<file path="src/rtl/channel_err_inj_pkg.sv">
// channel_err_inj_pkg: shared types and constants for the channel error injector.
package channel_err_inj_pkg;

    typedef enum logic [1:0] {
        MODE_OFF   = 2'b00,
        MODE_BURST = 2'b01,
        MODE_RAND  = 2'b10,
        MODE_BOTH  = 2'b11
    } mode_t;

    typedef enum logic [1:0] {
        IDLE  = 2'b00,
        BURST = 2'b01,
        DONE  = 2'b10
    } state_t;

    // Taps 16,14,13,11 expressed as bit positions 15,13,12,10
    localparam logic [15:0] LFSR_TAPS = 16'hB400;
    localparam int CNT_W = 16;

    function automatic logic [CNT_W-1:0] sat_add(input logic [CNT_W-1:0] a, input logic [1:0] b);
        logic [CNT_W:0] s;
        s = {1'b0, a} + {{(CNT_W-1){1'b0}}, b};
        return s[CNT_W] ? '1 : s[CNT_W-1:0];
    endfunction

endpackage

</file>
<file path="src/rtl/channel_err_inj_lfsr16.sv">
// lfsr16: 16-bit Fibonacci LFSR, shifts left with feedback into bit 0 when enabled.
module lfsr16
    import channel_err_inj_pkg::*;
(
    input  logic        clk,
    input  logic        rst,
    input  logic        en,
    input  logic [15:0] seed,
    output logic [15:0] state
);

    always_ff @(posedge clk or posedge rst) begin
        if (rst)
            state <= seed;
        else if (en)
            state <= {state[14:0], ^(state & LFSR_TAPS)};
    end

endmodule

</file>
<file path="src/rtl/channel_err_inj.sv">
// channel_err_inj: corrupts encoder symbols with periodic bursts and/or LFSR-driven random flips
// inside a post-reset window, with 1-cycle latency and saturating statistics counters.
module channel_err_inj
    import channel_err_inj_pkg::*;
#(
    parameter int          N         = 5,
    parameter int          BURST_LEN = 4,
    parameter int          WINDOW    = 256,
    parameter logic [15:0] SEED      = 16'hACE1
) (
    input  logic             clk,
    input  logic             rst,
    input  logic             valid_i,
    input  logic [1:0]       sym_i,
    input  logic [1:0]       mode_i,
    input  logic [1:0]       mask_i,
    input  logic [3:0]       rate_i,
    output logic             valid_o,
    output logic [1:0]       sym_o,
    output logic             err_o,
    output logic [CNT_W-1:0] word_ct_o,
    output logic [CNT_W-1:0] inj_ct_o,
    output logic [CNT_W-1:0] bit_ct_o
);

    localparam int RW = N + 1;
    localparam logic [N-1:0] START = N'(2**N - BURST_LEN);

    state_t        state, state_n;
    logic [RW-1:0] rem, rem_n;
    logic [15:0]   lfsr;
    mode_t         mode;
    logic          burst_en, rand_en, in_win, last, start, burst_hit, rand_hit;
    logic [1:0]    rand_mask, mask, pc;
    logic          unused;

    lfsr16 u_lfsr (
        .clk   (clk),
        .rst   (rst),
        .en    (valid_i),
        .seed  (SEED),
        .state (lfsr)
    );

    assign unused = ^lfsr[11:2];

    always_comb begin
        mode      = mode_t'(mode_i);
        burst_en  = mode inside {MODE_BURST, MODE_BOTH};
        rand_en   = mode inside {MODE_RAND, MODE_BOTH};
        in_win    = int'({16'b0, word_ct_o}) < WINDOW;
        last      = int'({16'b0, word_ct_o}) == WINDOW - 1;
        start     = state == IDLE && burst_en && in_win && word_ct_o[N-1:0] == START;
        burst_hit = burst_en && (start || state == BURST);
        rand_hit  = rand_en && in_win && lfsr[15:12] < rate_i;
        rand_mask = lfsr[1:0] != 2'b00 ? lfsr[1:0] : 2'b01;
        mask      = (burst_hit ? mask_i : 2'b00) | (rand_hit ? rand_mask : 2'b00);
        pc        = {1'b0, mask[1]} + {1'b0, mask[0]};
    end

    // Window end wins over burst bookkeeping; the last symbol was already masked above
    always_comb begin
        state_n = state;
        rem_n   = rem;
        if (valid_i) begin
            if (last)
                state_n = DONE;
            else if (start) begin
                state_n = BURST_LEN == 1 ? IDLE : BURST;
                rem_n   = RW'(BURST_LEN - 1);
            end else if (state == BURST) begin
                state_n = (!burst_en || rem == RW'(1)) ? IDLE : BURST;
                rem_n   = rem - RW'(1);
            end
        end
    end

    always_ff @(posedge clk or posedge rst) begin
        if (rst) begin
            state <= IDLE;
            rem   <= '0;
        end else begin
            state <= state_n;
            rem   <= rem_n;
        end
    end

    always_ff @(posedge clk or posedge rst) begin
        if (rst) begin
            valid_o   <= 1'b0;
            sym_o     <= 2'b00;
            err_o     <= 1'b0;
            word_ct_o <= '0;
            inj_ct_o  <= '0;
            bit_ct_o  <= '0;
        end else begin
            valid_o <= valid_i;
            err_o   <= valid_i && mask != 2'b00;
            if (valid_i) begin
                sym_o     <= sym_i ^ mask;
                word_ct_o <= sat_add(word_ct_o, 2'd1);
                inj_ct_o  <= sat_add(inj_ct_o, {1'b0, mask != 2'b00});
                bit_ct_o  <= sat_add(bit_ct_o, pc);
            end
        end
    end

endmodule

</file>
<file path="config.mk">
export PLATFORM = sky130hd
export DESIGN_NAME = channel_err_inj
export DESIGN_NICKNAME = d
export VERILOG_FILES = /design/src/rtl/channel_err_inj_pkg.sv /design/src/rtl/channel_err_inj_lfsr16.sv /design/src/rtl/channel_err_inj.sv
export SDC_FILE = /design/constraint.sdc
export NUM_CORES = 1
export LEC_CHECK = 0
export ABC_AREA = 1
export CAP_MARGIN = 10
export CORE_UTILIZATION = 52
export CTS_CLUSTER_SIZE = 12
export DETAILED_ROUTE_END_ITERATION = 10
export MAX_ROUTING_LAYER = met4
export PLACE_DENSITY_LB_ADDON = 0.3
export RECOVER_POWER = 100
export REMOVE_ABC_BUFFERS = 1
export SETUP_SLACK_MARGIN = 0.4
export SYNTH_ARGS = -nofsm -noshare
export SYNTH_HDL_FRONTEND = slang
export SYNTH_SLANG_ARGS = --single-unit
export TNS_END_PERCENT = 1
</file>
<file path="constraint.sdc">
create_clock -name clk -period 3.9 [get_ports clk]
set_clock_uncertainty 0.15 [all_clocks]
set_input_delay 0.39 -clock clk [delete_from_list [all_inputs] [get_ports clk]]
set_output_delay 0.39 -clock clk [all_outputs]
set_load 0.05 [all_outputs]
</file>
==> results by group <==
Setup path
  – Most frequent CP cell: nand2_1
  – Worst setup path class: reg2reg
  – Worst EP arrival: approximately 3.6 ns
  – WP buf/inv: 3
  – Crit-path cells: inv_1 > ha_1 > nand3_1 > nor2_1 > nand2_1 > nand2_1 > nand3_1 > nand2_1 > inv_1 > fa_1 > inv_1 > ha_1 > nand3_1 > nor2_4 > nand2_1 > nor2_2 > nand2_1 > or2_0 > nand3_1
  – CP startpoint kind: flip-flop
  – Crit-path leading delay family: simple AND/OR/NAND/NOR gates
  – Setup crit end kind: flip-flop
  – Worst EP required: approximately 4.0 ns
  – RR Startpoint: word_ct_o[0]
  – Worst path slowest cell: dfrtp_1
  – Worst Reg-to-Reg Cells: 19
  – CP max FO: 5
  – Reg2reg end: bit_ct_o[14]
  – CP max stage delay: 0.44 ns
  – R2r setup slk: 0.47 ns

Drt
  – Vias after detailed routing: 3,508
  – Initial DRT Pass Iterations: 4
  – Vias/cell: 5.20
  – ANT nets after route: 0
  – Post-DR wirelength/cell: 12.5 µm
  – Routed Wire Length: 8.45 mm
  – Initial DRC count: 170
  – Residual DRC: 0

Timing
  – Final worst-path cycle share: 87.9%
  – RSZ-0062 raised after global routing: false
  – Normalized max-slew margin: -5.20%
  – Setup TNS: 0 ns
  – Setup violators final: 0
  – Hold Vio Cnt, Final: 0
  – Min Clock Period, post-route: approximately 3.4 ns
  – Worst-margin pin slew: 1.58 ns
  – Final Max Slew Viols: 81
  – F_max: 292 MHz

Global routing
  – Vias in the first global route: 3,303
  – First-pass GRT wire length: between 10 and 15 mm
  – Largest net degree at the start of global routing: 44
  – Initial antenna violation count: 0
  – Aggregate global routing overflow: 0
  – Overall routing resource usage: 22.7%

Die
  – Std-Cell Rows: 31
  – DIE HEIGHT: about 90 µm
  – Core area: about 0.0074 mm²
  – Die area: 0.00816 mm²
  – Die Wd: 90.3 µm
  – Num ports: 65
  – Initial Util: between 50% and 60%

Clock network
  – Clk pin slew, worst setup/hold paths: approximately 0.08 ns
  – Total CTS buffers: 9
  – CTS tree: built
  – Clock Latency Late Sink: 0.35 ns
  – CTS Sinks: 76
  – Clock root buffer: clkbuf_8
  – Htree depth: 3
  – Clock buffer depth: 2
  – Hold Buf Count CTS: 0

Final layout
  – Final nets: 595
  – Storage element area: 0.00191 mm²
  – Core Util, Final: 66.5%
  – Ratio of cells with drive above 1 in the final layout: 7.48%
  – Antenna cell count: 0
  – Area Overhead vs Synth: 21.5%
  – Area of the multi-input gates: approximately 0.0018 mm²
  – Fill count: between 600 and 700
  – Design Area, Final: 0.00493 mm²

Synth
  – Number of synthesized flops with an enable pin: 0
  – Synth Area per Inst: 8.12 µm²
  – #FFs+latches synth: 76
  – Synth warnings: 0
  – Synth cell count leaders: nand2_1, dfrtp_1, inv_1, nand3_1, nor2_1
  – Synth top area share: 41.9%
  – Seq/Total Area, Yosys: 47.1%
  – Top-count cell post-synth: nand2_1
  – Synth area leaders: dfrtp_1, nand2_1, nand3_1
  – Mapped cell area: 0.00406 mm²
  – Cells after synthesis: 500
  – Ys async rst share: between 90% and 100%
  – Predominant post-synthesis flop cell: dfrtp_1
  – Post-synth cell types: 41
  – Area leader, netlist: dfrtp_1

Placed design
  – Routability congestion estimate: 0.809
  – DP Area: 0.00481 mm²
  – Port bufs: 64
  – DPL Wire Length: 6.04 mm

Min path
  – Worst hold start: u_lfsr.state[6]
  – WHS Path Cells: 2
  – Hold WC Path Type: reg2reg
  – Hold Crit Endpoint: u_lfsr.state[6]

Power and ir drop
  – Static Leak: 2.55 nW
  – Peak supply drop: between 300 and 400 µV
  – PwrDens: 521 mW/mm²

Outcome
  – Failing checks: max-capacitance violations, max-slew violations
  – Status: finished with violations

Flow run
  – Max-cap violations: 2
-- routing by layer --
layer  share of wire, %  GRT usage [%]  up-vias
met5                  0              -        -
met4                1.8           8.20        0
met3                3.6           4.12       13
met2                 49           38.0       80
met1                 46           27.6     1673
li1                   -              -     1742
-- repair_timing --
item                       CTS  global route
gates resized for setup      0             4
setup buffers                0             1
setup endpoints to repair    0             2
-- cell type report --
type	count	area share, %
Clock inverter	5	1.09
Sequential cell	76	38.8
Timing Repair Buffer	70	13.5
Tap cell	99	2.51
Inverter	55	4.19
Clock buffer	10	2.59
Multi-Input combinational cell	359	37.3
-- registers in the layout (all words and copies together) (netlist names) --
name          flops
inj_ct_o         16
bit_ct_o         16
u_lfsr.state     16
err_o             1
sym_o             2
rem               6
valid_o           1
state             2
word_ct_o        16
-- worst min-delay path, cell delays in order (launching register included) --
cell     delay (ns)
dfstp_2        0.37
nand2_1        0.05
nand2_1        0.04
-- where the power goes --
part / leakage (nW) / internal, W / total, W / switching (W)
clock network: 0.0959 / 0.000290 / 0.000578 / 0.000287
logic: 1.50 / 0.000287 / 0.000918 / 0.000631
registers: 0.950 / 0.000944 / 0.00107 / 0.000131
-- logic make-up (layout without fill, tap and decap cells) --
| kind of cell | after synthesis | in the layout | share of synthesized area (%) |
|---|---|---|---|
| XOR/XNOR | 23 | 23 | 4.96 |
| buffers and inverters | 65 | 140 | 6.41 |
| multiplexers | 1 | 1 | 0.247 |
| adder cells (fa/ha/maj) | 11 | 11 | 3.58 |
| flip-flops | 76 | 76 | 47.1 |
| AO/OA/AOI/OAI | 43 | 43 | 6.54 |
| AND/OR/NAND/NOR | 281 | 281 | 31.1 |
-- how the worst max path moves through the flow --
stage | start | endpoint | slack, ns | cells past startpoint
6_report | word_ct_o[0] | bit_ct_o[14] | 0.47 | 19
5_1_grt | word_ct_o[0] | bit_ct_o[14] | 0.20 | 19
4_1_cts | rate_i[3] | bit_ct_o[14] | 0.52 | 18
3_5_place_dp | rate_i[3] | bit_ct_o[14] | 0.17 | 18
3_3_place_gp | rate_i[3] | bit_ct_o[14] | 0.35 | 18
2_1_floorplan | word_ct_o[0] | bit_ct_o[14] | 0.79 | 19
-- cell usage in the layout (no fill, tap or decap), drive strengths merged --
cell type	instances
a21o	2
buf	1
clkdlybuf4s50	10
inv	55
nand3	50
mux2i	1
bufinv	1
o21ai	27
ha	10
o21a	1
nor4	1
or2	8
clkbuf	15
a21boi	1
clkinv	4
nand4	9
nor3	13
o31ai	1
a21oi	10
xnor2	5
o221ai	1
dfrtp	68
xor2	18
dfstp	8
nor3b	1
dlygate4sd3	54
nor2	40
fa	1
nand2	154
nand3b	5
-- stage by stage --
stage	total power, W	hold WS (ns)	setup WS (ns)	instances
final	0.00257	0.314	0.471	674
after global placement	0.00202	0.301	0.347	658
after global routing	0.00270	0.333	0.204	674
after floorplan	0.00172	0.271	0.788	490
after CTS	0.00263	0.316	0.516	673
after detailed placement	0.00204	0.305	0.173	658
No activity file was read; power rests on OpenSTA's default activity.
